### config.mk
export PLATFORM = sky130hd
export DESIGN_NAME = floating_division
export DESIGN_NICKNAME = d
export VERILOG_FILES = /design/src/rtl/fp32_pkg.sv /design/src/rtl/mant_div_step.sv /design/src/rtl/floating_division.sv
export SDC_FILE = /design/constraint.sdc
export NUM_CORES = 1
export LEC_CHECK = 0
export CAP_MARGIN = 40
export CORE_MARGIN = 4
export CORE_UTILIZATION = 36
export DETAILED_ROUTE_END_ITERATION = 8
export GPL_TIMING_DRIVEN = 0
export PLACE_DENSITY = 0.59
export SYNTH_ARGS = -nofsm -noshare
export SYNTH_HDL_FRONTEND = slang
export SYNTH_SLANG_ARGS = --single-unit
### constraint.sdc
create_clock -name clk -period 6.2 [get_ports clk]
set_input_delay 1.24 -clock clk [delete_from_list [all_inputs] [get_ports clk]]
set_output_delay 1.24 -clock clk [all_outputs]
set_load 0.005 [all_outputs]
### src/rtl/fp32_pkg.sv
// Shared IEEE-754 single-precision field definitions, constants and
// classification helpers for the floating-point datapath.
package fp32_pkg;

  localparam int EXP_W      = 8;
  localparam int FRAC_W     = 23;
  localparam int MANT_W     = 24;
  localparam int BIAS       = 127;
  localparam int QUO_W      = 26;
  localparam int REM_W      = 26;
  localparam int DIV_CYCLES = 26;

  localparam logic [31:0] FP_QNAN = 32'h7FC0_0000;
  localparam logic [31:0] FP_INF  = 32'h7F80_0000;

  typedef enum logic [1:0] {
    ST_IDLE,
    ST_DIV,
    ST_NORM,
    ST_DONE
  } div_state_e;

  // Subnormals count as zero: only the exponent field decides.
  function automatic logic is_zero(input logic [EXP_W-1:0] e);
    return e == '0;
  endfunction

  function automatic logic is_inf(input logic [EXP_W-1:0] e, input logic [FRAC_W-1:0] f);
    return (e == '1) && (f == '0);
  endfunction

  function automatic logic is_nan(input logic [EXP_W-1:0] e, input logic [FRAC_W-1:0] f);
    return (e == '1) && (f != '0);
  endfunction

endpackage

### src/rtl/mant_div_step.sv
// One restoring division step: compare/subtract the divisor, emit the
// quotient bit and return the left-shifted partial remainder.
module mant_div_step
  import fp32_pkg::*;
(
  input  logic [REM_W-1:0]  rem_i,
  input  logic [MANT_W-1:0] div_i,
  output logic [REM_W-1:0]  rem_o,
  output logic              q_o
);

  // A remainder that survives subtraction is below the divisor, so 25 bits hold it.
  logic [REM_W-2:0] diff;

  always_comb begin
    q_o   = rem_i >= {2'b00, div_i};
    diff  = rem_i[REM_W-2:0] - {1'b0, div_i};
    rem_o = q_o ? {diff, 1'b0} : {rem_i[REM_W-2:0], 1'b0};
  end

endmodule

### src/rtl/floating_division.sv
// Sequential fp32 divider: one restoring step per cycle, then a single
// normalise/round/special-case cycle, with a start/done handshake.
//
//   state   | meaning
//   IDLE    | waiting for start; operands captured on accept
//   DIV     | 26 cycles, one quotient bit per cycle
//   NORM    | normalise, round to nearest even, special-case mux
//   DONE    | publish result; done pulses as we return to IDLE
module floating_division
  import fp32_pkg::*;
(
  input  logic        clk,
  input  logic        rst_n,
  input  logic        start,
  input  logic [31:0] A,
  input  logic [31:0] B,
  output logic        busy,
  output logic        done,
  output logic [31:0] result
);

  div_state_e       state_q, state_d;
  logic [4:0]       cnt_q, cnt_d;
  logic [31:0]      a_q, a_d, b_q, b_d;
  logic [31:0]      res_q, res_d, result_q, result_d;
  logic [REM_W-1:0] rem_q, rem_d, step_rem;
  logic [QUO_W-1:0] q_q, q_d;
  logic             step_bit;
  logic             done_q, done_d, busy_q, busy_d;

  mant_div_step u_step (
    .rem_i (rem_q),
    .div_i ({1'b1, b_q[FRAC_W-1:0]}),
    .rem_o (step_rem),
    .q_o   (step_bit)
  );

  logic              sign, rnd, sticky, round_up, carry;
  logic              a_zero, b_zero, a_inf, b_inf, a_nan, b_nan;
  logic [FRAC_W-1:0] frac_pre, frac_rnd;
  logic signed [9:0] exp_s, exp_r;
  logic [31:0]       norm_res;

  always_comb begin
    sign   = a_q[31] ^ b_q[31];
    a_zero = is_zero(a_q[30:23]);
    b_zero = is_zero(b_q[30:23]);
    a_inf  = is_inf(a_q[30:23], a_q[22:0]);
    b_inf  = is_inf(b_q[30:23], b_q[22:0]);
    a_nan  = is_nan(a_q[30:23], a_q[22:0]);
    b_nan  = is_nan(b_q[30:23], b_q[22:0]);

    // A leading quotient bit of 0 means mA < mB: take bits one position lower.
    frac_pre = q_q[QUO_W-1] ? q_q[24:2] : q_q[23:1];
    rnd      = q_q[QUO_W-1] ? q_q[1] : q_q[0];
    sticky   = (q_q[QUO_W-1] & q_q[0]) | (|rem_q);
    round_up = rnd & (sticky | frac_pre[0]);
    {carry, frac_rnd} = {1'b0, frac_pre} + {{FRAC_W{1'b0}}, round_up};

    exp_s = $signed({2'b00, a_q[30:23]}) - $signed({2'b00, b_q[30:23]}) + 10'sd127
            - (q_q[QUO_W-1] ? 10'sd0 : 10'sd1);
    exp_r = exp_s + (carry ? 10'sd1 : 10'sd0);

    if (a_nan || b_nan || (a_zero && b_zero) || (a_inf && b_inf))
      norm_res = FP_QNAN;
    else if (a_inf || b_zero)
      norm_res = FP_INF | {sign, 31'b0};
    else if (a_zero || b_inf)
      norm_res = {sign, 31'b0};
    else if (exp_r >= 10'sd255)
      norm_res = FP_INF | {sign, 31'b0};
    else if (exp_r <= 10'sd0)
      norm_res = {sign, 31'b0};
    else
      norm_res = {sign, exp_r[7:0], frac_rnd};
  end

  always_comb begin
    state_d  = state_q;
    cnt_d    = cnt_q;
    a_d      = a_q;
    b_d      = b_q;
    rem_d    = rem_q;
    q_d      = q_q;
    res_d    = res_q;
    result_d = result_q;
    done_d   = 1'b0;
    busy_d   = busy_q;
    case (state_q)
      ST_IDLE: begin
        if (start) begin
          a_d     = A;
          b_d     = B;
          rem_d   = {3'b001, A[FRAC_W-1:0]};
          q_d     = '0;
          cnt_d   = 5'(DIV_CYCLES - 1);
          busy_d  = 1'b1;
          state_d = ST_DIV;
        end
      end
      ST_DIV: begin
        rem_d = step_rem;
        q_d   = {q_q[QUO_W-2:0], step_bit};
        if (cnt_q == '0) state_d = ST_NORM;
        else             cnt_d   = cnt_q - 5'd1;
      end
      ST_NORM: begin
        res_d   = norm_res;
        state_d = ST_DONE;
      end
      ST_DONE: begin
        result_d = res_q;
        done_d   = 1'b1;
        busy_d   = 1'b0;
        state_d  = ST_IDLE;
      end
      default: state_d = ST_IDLE;
    endcase
  end

  always_ff @(posedge clk or negedge rst_n) begin
    if (!rst_n) begin
      state_q  <= ST_IDLE;
      cnt_q    <= '0;
      a_q      <= '0;
      b_q      <= '0;
      rem_q    <= '0;
      q_q      <= '0;
      res_q    <= '0;
      result_q <= '0;
      done_q   <= 1'b0;
      busy_q   <= 1'b0;
    end else begin
      state_q  <= state_d;
      cnt_q    <= cnt_d;
      a_q      <= a_d;
      b_q      <= b_d;
      rem_q    <= rem_d;
      q_q      <= q_d;
      res_q    <= res_d;
      result_q <= result_d;
      done_q   <= done_d;
      busy_q   <= busy_d;
    end
  end

  assign busy   = busy_q;
  assign done   = done_q;
  assign result = result_q;

endmodule

==> summary.txt, run 1 <==
Outcome
  – Status: finished clean

Timing
  – Slew Viols, Final: 0
  – Max transition margin: between 40% and 50%
  – RSZ-0062 raised after global routing: false
  – Post-Route Skew: 0.0119 ns
  – Fin crit share: between 90% and 100%
  – Final hold vios: 0
  – Final Critical Period: roughly 5.7 ns
  – Endpoints failing setup: 0
  – Fmax: around 180 MHz
  – Sum Neg Setup Slack: 0 ns
  – Slew @ Worst Pin: 0.888 ns

Synth
  – Syn_area_per_cell: 10.1 um2
  – Share of the synthesized area in the top cell type: between 40 and 50%
  – Synth top area cells: dfrtp_1 (44%), mux2_2 (11%), ha_1 (5.2%)
  – Syn Inst Count: roughly 1100
  – Syn Nets: around 1200
  – Synth unique cells: 70
  – Seq/Total Area, Yosys: between 40% and 50%
  – Yosys Warn Count: 0
  – Top FF cell, synth: dfrtp_1
  – Number of flops mapped to enable cells by yosys: 0
  – Asr flop ratio synth: between 90% and 100%
  – Cell Area, Synth: approximately 11000 um2
  – Yosys reg bits: 189
  – Leading area contributor after synthesis: dfrtp_1

Critical path
  – R2R Path End: res_q[19]$_DFFE_PN0P_
  – R2r worst-path depth: 21
  – CP startpoint: q_q[25]$_DFFE_PN0P_
  – WS Path Type: reg -> reg
  – Critical Path Source Type: flip-flop
  – CP endpoint kind: flip-flop
  – Required @ worst endpoint: approximately 6.6 ns
  – Arr. time, crit path: around 6 ns
  – Worst setup endpoint: res_q[19]$_DFFE_PN0P_
  – R2r startpoint: q_q[25]$_DFFE_PN0P_
  – R2r setup slk: 0.52 ns
  – Crit path max fanout: 10

Drt
  – Routed wl met2: approximately 13 mm
  – Post-Route WL: roughly 28 mm
  – Wl on met1: about 13 mm
  – Pre-antenna DRT Iters: 5
  – Via Count: 8378
  – WL met3: ~1.3 mm
  – Routed Antenna Nets: 0
  – DR iter-0 viols: between 500 and 600
  – Top routing layer in use: met4
  – # DRC: 0
  – Vias per cell: between 5 and 6
  – Avg WL per Cell: around 17 um

Layout
  – FILL cells: between 2000 and 3000
  – Post-route cell area: approximately 13000 um2
  – # diodes: 0
  – Multi-input gate area: approximately 5500 um2
  – Area added between synthesis and finish: 19.9%
  – Final nets: 1300
  – Layout cell share with drive strength beyond 1: between 10% and 20%
  – Reg area: ~4700 um2

Global route
  – Initial antenna violation count: 0
  – First-pass GRT wire length: approximately 44 mm
  – Vias in the first global route: about 8300
  – Total GRT Usage: between 15 and 20%
  – Pin count of the biggest net entering global routing: 105
  – GR Overflow Total: 0

Clocking
  – CTS Root Cell: clkbuf_16
  – CTS Hold Bufs: 0
  – H-tree Lvls: 4
  – Worst-case clock buffer depth: 2
  – Clock latency on the worst-skew pair: between 0.4 and 0.5 ns
  – Clock sinks: between 150 and 200
  – Clk pin slew, worst setup/hold paths: around 0.070 ns
  – CTS tree: yes
  – Num CTS Buffers: 17

Floorplanning
  – Chip Height: 181 um
  – Core ar.: between 20000 and 30000 um2
  – Site Rows: 63
  – Top Ports: about 100
  – Die W: 181 um
  – Initial Util: a little over a third
  – Die footprint: ~33000 um2

Worst hold path
  – Hold Crit Class: reg -> reg

Pwr
  – Pwr dens: around 650 nW/um2
  – Lkg Pwr: between 5 and 6 nW
  – Peak supply drop: around 0.35 mV
  – Pwr Total: 8.42 mW

Placement
  – Hpwl dp: around 21 mm
  – RePlAce Congestion: about 0.90
  – Placed instance area: about 12000 um2
  – PortBufs: 100

Job
  – Max Cap Viol: 0
-- critical path, cell delays in order, from the launching register on --
cell and delay, ns:
dfrtp_1 0.41, buf_2 0.19, nand2b_1 0.20, a21oi_1 0.40, nand4_1 0.30, nor4_4 0.57, nand2_1 0.17, nor3_1 0.41
fa_1 0.25, ha_1 0.16, inv_1 0.05, fa_1 0.39, nor2b_1 0.13, o21ai_1 0.10, a21boi_2 0.25, o31ai_1 0.18
a31oi_2 0.39, nand4_1 0.20, or2_1 0.28, clkbuf_1 0.18, buf_2 0.22, o22ai_1 0.17
-- stage by stage --
step / setup WS, ns / hold slack (ns) / utilization, % / instances
after floorplan: 1.57 / 0.461 / - / 1064
after global placement: -4.26 / 0.481 / 41.4 / 1554
after detailed placement: 0.215 / 0.492 / 41.5 / 1555
after CTS: 0.202 / 0.508 / 43.6 / 1586
after global routing: 0.0471 / 0.515 / 43.6 / 1586
final: 0.518 / 0.502 / 43.6 / 1586
-- flip-flops by register name, summed over array words and instances (netlist names) --
| signal | flops |
|---|---|
| busy | 1 |
| rem_q | 26 |
| res_q | 32 |
| q_q | 26 |
| state_q | 2 |
| b_q | 32 |
| a_q | 32 |
| result | 32 |
| cnt_q | 5 |
| done | 1 |
-- cell type report --
class                   instances  share of cell area, %
plain buffers                  57                   1.80
clock buffers                  21                   3.73
clock inverters                10                  0.990
inverters                      81                   2.36
multi-input cells             737                   42.7
flip-flops and latches        189                   36.7
well taps                     390                   3.78
repair buffers                101                   8.01
-- where the power goes --
group / internal (mW) / switching, mW / leakage [nW] / total (mW)
Clock: 0.644 / 0.503 / 0.298 / 1.15
Combinational: 2.21 / 2.96 / 2.79 / 5.17
Sequential: 1.71 / 0.388 / 2.39 / 2.10
Total: 4.57 / 3.85 / 5.49 / 8.42
-- cells in the mapped netlist (10+ instances only) --
library cell	number
and3_1	10
xnor2_1	33
o22ai_1	26
o31ai_1	10
nor3_1	31
nand4_1	15
a21oi_1	51
nor4_1	22
ha_1	45
nand2_1	74
dfrtp_1	189
a21o_1	15
xor2_1	32
mux2_2	101
nor2b_1	10
inv_1	81
a22o_1	23
o21ai_0	49
nand3_1	28
nor2_1	37
clkbuf_1	45
mux2i_1	17
-- how the worst min path moves through the flow --
stage	slack [ns]	from	depth (start not counted)	end
after floorplan	0.46	res_q[22]$_DFFE_PN0P_	2	res_q[22]$_DFFE_PN0P_
after global placement	0.48	res_q[29]$_DFFE_PN0P_	1	result[29]$_DFFE_PN0P_
after detailed placement	0.49	res_q[1]$_DFFE_PN0P_	1	result[1]$_DFFE_PN0P_
after CTS	0.51	res_q[23]$_DFFE_PN0P_	1	result[23]$_DFFE_PN0P_
after global routing	0.51	a_q[6]$_DFFE_PN0P_	1	a_q[6]$_DFFE_PN0P_
final	0.50	res_q[23]$_DFFE_PN0P_	1	result[23]$_DFFE_PN0P_
-- kinds of logic (layout without fill, tap and decap cells) --
kind of cell | count (synthesis) | count (layout) | share of synthesized area, %
simple gates | 271 | 271 | 12.9
compound gates | 234 | 234 | 14.7
flops | 189 | 189 | 44.0
buf+inv | 138 | 270 | 4.99
mux | 118 | 118 | 12.2
xor+xnor | 65 | 65 | 5.30
fa+ha+maj | 49 | 49 | 5.98
-- routing by layer --
metal / vias up / track usage (%)
met3: 23 / 3.22
met2: 189 / 27.8
met5: - / 0
met4: 0 / 3.48
met1: 4105 / 22.3
li1: 4061 / -
-- placed cells by master, fill, tap and decap left out, drive strengths merged, types with 8 or more instances in the layout --
| cell type | n |
|---|---|
| dfrtp | 189 |
| mux2 | 101 |
| clkdlybuf4s50 | 99 |
| inv | 85 |
| nand2 | 74 |
| clkbuf | 66 |
| o21ai | 54 |
| a21oi | 52 |
| ha | 45 |
| nor2 | 37 |
| xnor2 | 33 |
| xor2 | 32 |
| nor3 | 32 |
| nand3 | 29 |
| o22ai | 26 |
| nor4 | 24 |
| a22o | 23 |
| mux2i | 17 |
| a21o | 15 |
| nand4 | 15 |
| buf | 14 |
| and3 | 10 |
| nor2b | 10 |
| o31ai | 10 |
| a31oi | 10 |
| nand2b | 8 |
| or3 | 8 |
| or2 | 8 |
-- repair_timing --
item                       CTS  global route
gates resized for setup      0             2
setup buffers                0             0
setup endpoints to repair    0            22
Power figures use the tool's default switching activity.
==> inputs of run 2 (changes only) <==
--- a/config.mk
+++ b/config.mk
@@ -7,10 +7,10 @@
 export LEC_CHECK = 0
 export CAP_MARGIN = 40
 export CORE_MARGIN = 4
-export CORE_UTILIZATION = 36
+export CORE_UTILIZATION = 45
 export DETAILED_ROUTE_END_ITERATION = 8
 export GPL_TIMING_DRIVEN = 0
-export PLACE_DENSITY = 0.59
+export PLACE_DENSITY = 0.7
 export SYNTH_ARGS = -nofsm -noshare
 export SYNTH_HDL_FRONTEND = slang
 export SYNTH_SLANG_ARGS = --single-unit
==> summary.txt, run 2 (same netlist as run 1, synthesis figures left out) <==
Critical path
  – Required @ worst endpoint: 6.55 ns (about the same)
  – WS Path Type: reg -> reg
  – Critical-path cell list: buf_2, nand2b_1, a21oi_1, nand4_1, nor4_4, nand2_1, nor3_1, fa_1, ha_1, inv_1, fa_1, nor2b_1, o21ai_1, a21boi_2, o31ai_1, a31oi_2, nand4_1, or2_1, clkbuf_1, buf_2, o22ai_1
  – WP buf/inv: 4 (unchanged)
  – R2r setup slk: 0.58 ns (+0.07 ns)
  – Crit-path slowest cell: nor4_4
  – Arr. time, crit path: 5.97 ns (-0.06 ns)
  – CP top delay family: simple AND/OR/NAND/NOR gates
  – Largest stage delay on the critical path: 0.55 ns (-0.02 ns)
  – R2R Path End: res_q[19]$_DFFE_PN0P_
  – Critical Path Source Type: flip-flop
  – CP endpoint kind: flip-flop
  – R2r worst-path depth: 21 (unchanged)
  – R2r startpoint: q_q[25]$_DFFE_PN0P_
  – Crit path max fanout: 10 (unchanged)

Drt
  – Post-Route WL: 26.1 mm (-5.2%)
  – Via Count: 8402 (+0.29%)
  – Routed Antenna Nets: 0 (unchanged)
  – Vias per cell: 5.55 (+5.1%)
  – Pre-antenna DRT Iters: 5 (unchanged)
  – Avg WL per Cell: 17.2 um (-0.74%)
  – DR iter-0 viols: 596 (+6.6%)
  – # DRC: 0 (unchanged)

Timing
  – Max transition margin: 48.4% (+8.1 points)
  – Slew @ Worst Pin: 0.767 ns (-0.121 ns)
  – Slew Viols, Final: 0 (unchanged)
  – Final hold vios: 0 (unchanged)
  – RSZ-0062 raised after global routing: false
  – Final Critical Period: 5.62 ns (-0.0669 ns)
  – Post-Route Skew: 0.00805 ns (-0.00383 ns)
  – Fin crit share: 90.6% (-1.1 points)
  – Sum Neg Setup Slack: 0 ns (unchanged)
  – Endpoints failing setup: 0 (unchanged)
  – Worst hold slack: 0.501 ns (-0.000883 ns)
  – Fmax: 178 MHz (+1.2%)

Floorplanning
  – Site Rows: 56 (-11%)
  – Core ar.: 23500 um2 (-21%)
  – Top Ports: 101 (unchanged)
  – Chip Height: 163 um (-10%)
  – Die W: 163 um (-10%)
  – Die footprint: 26400 um2 (-19%)
  – Initial Util: 45.8% (+9.4 points)

Global route
  – Pin count of the biggest net entering global routing: 121 (+15%)
  – Initial antenna violation count: 0 (unchanged)
  – First-pass GRT wire length: 43.3 mm (-2.1%)
  – Vias in the first global route: 8460 (+1.8%)
  – GR Overflow Total: 0 (unchanged)
  – Total GRT Usage: 20.2% (+3.7 points)

Worst hold path
  – Sink of the worst hold path: result[26]$_DFFE_PN0P_
  – Min-Delay Path Depth: 1 (unchanged)
  – Hold Crit Start: res_q[26]$_DFFE_PN0P_
  – Hold Crit Class: reg -> reg

Pwr
  – Pwr Total: 8.39 mW (-0.36%)
  – Pwr dens: 656 nW/um2 (+0.44%)
  – Lkg Pwr: 5.47 nW (-0.28%)
  – Peak supply drop: 0.456 mV (+31%)

Job
  – Max Cap Viol: 0 (unchanged)

Layout
  – Util after Layout: 54.5% (+11 points)
  – Layout cell share with drive strength beyond 1: 13.5% (-0.072 points)
  – Final nets: 1300 (unchanged)
  – Most common cell after layout, fill and taps aside: dfrtp_1
  – Fin cells: 1514 (-4.5%)
  – # diodes: 0 (unchanged)
  – Area added between synthesis and finish: 19.0%
  – Commonest cells after routing, fill and taps aside: dfrtp_1 (189), mux2_2 (101), clkdlybuf4s50_1 (99)

Clocking
  – Clock sinks: 189 (unchanged)
  – CTS tree: yes
  – Num CTS Buffers: 17 (unchanged)
  – CTS Hold Bufs: 0 (unchanged)
  – Clk pin slew, worst setup/hold paths: 0.07 ns (about the same)
  – Clock latency on the worst-skew pair: 0.43 ns (about the same)
  – Worst-case clock buffer depth: 2 (unchanged)
  – CTS Root Cell: clkbuf_16
  – H-tree Lvls: 4 (unchanged)

Placement
  – RePlAce Congestion: 0.928 (+2.6%)
  – Hpwl dp: 19.8 mm (-4.8%)
  – Placed cell count: 1484 (-4.6%)
  – PortBufs: 100 (unchanged)

Outcome
  – Status: finished clean
run 2: cell count changes in the layout (fill, tap and decap cells not counted):
| cell | delta |
|---|---|
| clkinvlp_4 | +2 |
| inv_6 | -2 |
| clkinv_2 | +1 |
| clkinv_4 | +1 |
| bufinv_16 | +1 |
| clkbuf_8 | -4 |
run 2: what timing repair did:
| item | CTS | global route |
|---|---|---|
| endpoints found under the setup margin | 0 | 22 |
| buffers inserted | 0 | 0 |
| resized for setup | 0 | 2 |
run 2: metrics by stage:
stage               area [um2]  worst slack [ns]
floorplan                10800              1.57
global placement         12200             -3.99
detailed placement       12200             0.295
CTS                      12800             0.261
global route             12800            0.0986
finish                   12800             0.584
run 2: cell type report:
| class | instances | area [um2] |
|---|---|---|
| Inverter | 81 | 304 |
| Clock inverter | 13 | 169 |
| Tap cell | 319 | 399 |
| Multi-Input combinational cell | 737 | 5500 |
| Fill cell | 2092 | 10700 |
| Buffer | 57 | 233 |
| Sequential cell | 189 | 4730 |
| Clock buffer | 17 | 425 |
| Timing Repair Buffer | 101 | 1030 |
run 2: how the worst max path moves through the flow:
stage                        startpoint               endpoint  slack (ns)  depth (start not counted)
floorplan           q_q[25]$_DFFE_PN0P_  res_q[10]$_DFFE_PN0P_        1.57                         21
global placement                  rst_n    b_q[12]$_DFFE_PN0P_       -3.99                          1
detailed placement  q_q[25]$_DFFE_PN0P_  res_q[12]$_DFFE_PN0P_        0.30                         21
CTS                 q_q[25]$_DFFE_PN0P_  res_q[19]$_DFFE_PN0P_        0.26                         21
global route        q_q[25]$_DFFE_PN0P_  res_q[12]$_DFFE_PN0P_         0.1                         21
finish              q_q[25]$_DFFE_PN0P_  res_q[19]$_DFFE_PN0P_        0.58                         21
run 2: metal layers:
| metal | track usage, % | up-vias | wire length (um) |
|---|---|---|---|
| met3 | 3.14 | 34 | 1210 |
| met2 | 34.3 | 212 | 12800 |
| met5 | 0 | - | 0 |
| met4 | 5.83 | 0 | 515 |
| li1 | - | 4052 | - |
| met1 | 27.1 | 4104 | 11500 |
run 2: worst reg2reg max path: cells and delay by family, from the launching register on:
kind | cells | cell delay, ns
AOI/OAI and AO/OA | 6 | 1.50
adders and majority gates | 3 | 0.81
buffers and inverters | 4 | 0.63
and+or+nand+nor | 8 | 2.19
DFF | 1 | 0.42
run 2: where the power goes:
| part | switching, mW | total (mW) | internal [mW] |
|---|---|---|---|
| combinational | 2.94 | 5.16 | 2.22 |
| clock | 0.492 | 1.13 | 0.634 |
| sequential | 0.390 | 2.10 | 1.71 |
| total | 3.82 | 8.39 | 4.56 |
==> inputs of run 3 (changes only) <==
--- a/config.mk
+++ b/config.mk
@@ -5,6 +5,7 @@
 export SDC_FILE = /design/constraint.sdc
 export NUM_CORES = 1
 export LEC_CHECK = 0
+export ABC_AREA = 1
 export CAP_MARGIN = 40
 export CORE_MARGIN = 4
 export CORE_UTILIZATION = 45
==> constraint.sdc (replaced) <==
create_clock -name clk -period 5.3 [get_ports clk]
set_input_delay 1.06 -clock clk [delete_from_list [all_inputs] [get_ports clk]]
set_output_delay 1.06 -clock clk [all_outputs]
set_load 0.005 [all_outputs]
==> summary.txt, run 3 <==
Outcome
  – Status: finished clean

Timing
  – Sum Neg Setup Slack: 0 ns (unchanged)
  – Fin crit share: 86.7% (-3.8 points)
  – Slew Viols, Final: 0 (unchanged)
  – Endpoints failing setup: 0 (unchanged)
  – Final Critical Period: 4.60 ns (-1.02 ns)
  – Slew @ Worst Pin: 0.656 ns (-0.111 ns)
  – Post-Route Skew: 0.0165 ns (+0.00844 ns)
  – Max transition margin: 56.3% (+7.8 points)
  – Final hold vios: 0 (unchanged)
  – Fmax: 218 MHz (+22%)
  – RSZ-0062 raised after global routing: false

Drt
  – Via Count: 10600 (+26%)
  – Avg WL per Cell: 15.1 um (-13%)
  – Pre-antenna DRT Iters: 5 (unchanged)
  – Routed Antenna Nets: 0 (unchanged)
  – DR iter-0 viols: 852 (+43%)
  – Vias per cell: 5.21 (-6.2%)
  – Post-Route WL: 30.5 mm (+17%)
  – # DRC: 0 (unchanged)

Worst hold path
  – Hold Crit Class: reg -> reg
  – Sink of the worst hold path: result[1]$_DFFE_PN0P_
  – Min-Delay Path Depth: 2 (+1)
  – Hold Crit Start: result[1]$_DFFE_PN0P_

Job
  – Max Cap Viol: 0 (unchanged)

Critical path
  – Critical Path Source Type: flip-flop
  – Crit-path slowest cell: dfrtp_1
  – Arr. time, crit path: 4.98 ns (-0.99 ns)
  – R2r setup slk: 0.70 ns (+0.12 ns)
  – Required @ worst endpoint: 5.68 ns (-0.87 ns)
  – R2r startpoint: q_q[25]$_DFFE_PN0P_
  – Largest stage delay on the critical path: 0.46 ns (-0.09 ns)
  – R2R Path End: res_q[9]$_DFFE_PN0P_
  – CP endpoint kind: flip-flop
  – CP startpoint: q_q[25]$_DFFE_PN0P_
  – Crit path max fanout: 10 (unchanged)
  – R2r worst-path depth: 28 (+33%)
  – CP dominant cell by count: nand2_1
  – WS Path Type: reg -> reg

Synth
  – Top FF cell, synth: dfrtp_1
  – Synth top area cells: dfrtp_1 (41%), nand2_1 (15%), inv_1 (7.0%)
  – Number of flops mapped to enable cells by yosys: 0 (unchanged)
  – Synth unique cells: 42 (-40%)
  – Leading area contributor after synthesis: dfrtp_1
  – Share of the synthesized area in the top cell type: 41.4% (-2.6 points)
  – Yosys reg bits: 189 (unchanged)
  – Count leader, synth: nand2_1
  – Syn Inst Count: 1566 (+47%)
  – Most common library cells after synthesis: nand2_1 (462), inv_1 (213), dfrtp_1 (189)
  – Cell Area, Synth: 11400 um2 (+6.2%)
  – Syn Nets: 1682 (+43%)
  – Asr flop ratio synth: 100% (unchanged)
  – Syn_area_per_cell: 7.29 um2 (-28%)
  – Yosys Warn Count: 0 (unchanged)
  – Seq/Total Area, Yosys: 41.4% (-2.6 points)

Layout
  – FILL cells: 2436 (+16%)
  – Multi-input gate area: 5610 um2 (+2.0%)
  – Layout cell share with drive strength beyond 1: 4.30% (-9.2 points)
  – Commonest cells after routing, fill and taps aside: nand2_1 (462), inv_1 (213), dfrtp_1 (189)
  – Most common cell after layout, fill and taps aside: nand2_1
  – Final nets: 1802 (+39%)
  – Util after Layout: 53.8% (-0.69 points)
  – Reg area: 4730 um2 (unchanged)
  – Fin cells: 2029 (+34%)
  – # diodes: 0 (unchanged)
  – Area added between synthesis and finish: 18.3%
  – Post-route cell area: 13500 um2 (+5.6%)

Floorplanning
  – Top Ports: 101 (unchanged)
  – Die footprint: 28000 um2 (+5.9%)
  – Chip Height: 167 um (+2.9%)
  – Site Rows: 58 (+3.6%)
  – Core ar.: 25100 um2 (+7.0%)
  – Initial Util: 45.5% (-0.31 points)
  – Die W: 167 um (+2.9%)

Placement
  – RePlAce Congestion: 0.914 (-1.4%)
  – Placed instance area: 12900 um2 (+5.6%)
  – PortBufs: 100 (unchanged)
  – Hpwl dp: 24.1 mm (+22%)
  – Placed cell count: 1997 (+35%)

Global route
  – Total GRT Usage: 21.7% (+1.5 points)
  – Vias in the first global route: 10300 (+21%)
  – Pin count of the biggest net entering global routing: 123 (+1.7%)
  – M3 GR Usage: 3.73% (+0.59 points)
  – Initial antenna violation count: 1 (+1)
  – GR Layer Usage met1: 29.0% (+2.0 points)
  – GR Overflow Total: 0 (unchanged)
  – Grt met2 use: 36.3% (+2.0 points)
  – GR peak layer: met2
  – First-pass GRT wire length: 50.2 mm (+16%)

Clocking
  – Postcts setup bufs: 0 (unchanged)
  – Worst-case clock buffer depth: 2 (unchanged)
  – CTS resizes: 0 (unchanged)
  – CTS Hold Bufs: 0 (unchanged)
  – CTS Root Cell: clkbuf_16
  – H-tree Lvls: 4 (unchanged)
  – CTS tree: yes
  – Clk pin slew, worst setup/hold paths: 0.08 ns (about the same)
  – Clock latency on the worst-skew pair: 0.45 ns (+0.02 ns)
  – Clock sinks: 189 (unchanged)
  – Num CTS Buffers: 17 (unchanged)
-- run 3: cell count changes after synthesis, sizes merged, moves of 33 or more --
cell,previous run,this run
nand2,74,463
inv,81,218
mux2,101,0
nor2,37,105
nand3,29,96
o21ai,54,120
nand4,15,67
a21oi,52,85
-- run 3: how the worst max path moves through the flow --
stage / end / depth (start not counted)
2_1_floorplan: res_q[21]$_DFFE_PN0P_ / 29
3_3_place_gp: b_q[21]$_DFFE_PN0P_ / 1
3_5_place_dp: res_q[13]$_DFFE_PN0P_ / 28
4_1_cts: res_q[9]$_DFFE_PN0P_ / 28
5_1_grt: res_q[11]$_DFFE_PN0P_ / 28
6_report: res_q[9]$_DFFE_PN0P_ / 28
-- run 3: critical path: cells and delay by family (launching register included) --
family          cells  cell delay [ns]
simple gates       19             2.25
flops               1             0.46
buf+inv             5             0.84
compound gates      1             0.13
fa+ha+maj           3             0.84
-- run 3: routing by layer --
| layer | share of wire, % | vias to the layer above |
|---|---|---|
| met5 | 0.088 | - |
| li1 | - | 5303 |
| met1 | 46 | 4933 |
| met3 | 4.8 | 53 |
| met4 | 2.2 | 4 |
| met2 | 47 | 272 |
-- run 3: area by class of cell --
| type | instances | area share (%) |
|---|---|---|
| Clock buffer | 17 | 3.15 |
| Timing Repair Buffer | 101 | 7.65 |
| Buffer | 56 | 1.83 |
| Sequential cell | 189 | 35.0 |
| Inverter | 222 | 6.17 |
| Multi-Input combinational cell | 1099 | 41.5 |
| Clock inverter | 15 | 1.61 |
| Tap cell | 330 | 3.06 |
-- run 3: stage by stage --
step | hold slack, ns | setup slack, ns
after CTS | 0.479 | 0.691
after detailed placement | 0.457 | 0.729
after global placement | 0.454 | -4.77
after global routing | 0.492 | 0.289
final | 0.473 | 0.703
after floorplan | 0.449 | 1.65
-- run 3: cells by family (layout without fill, tap and decap cells) --
kind of cell | Yosys count | in the layout | synth area share [%]
simple gates | 771 | 771 | 29.3
buf+inv | 278 | 411 | 9.46
compound gates | 241 | 241 | 11.3
flops | 189 | 189 | 41.4
fa+ha+maj | 49 | 49 | 5.63
xor+xnor | 38 | 38 | 2.91
Power of run 3 is left out: the tool's default activity adds up to more than one toggle a clock period on the data nets, which glitch-free logic cannot reach.
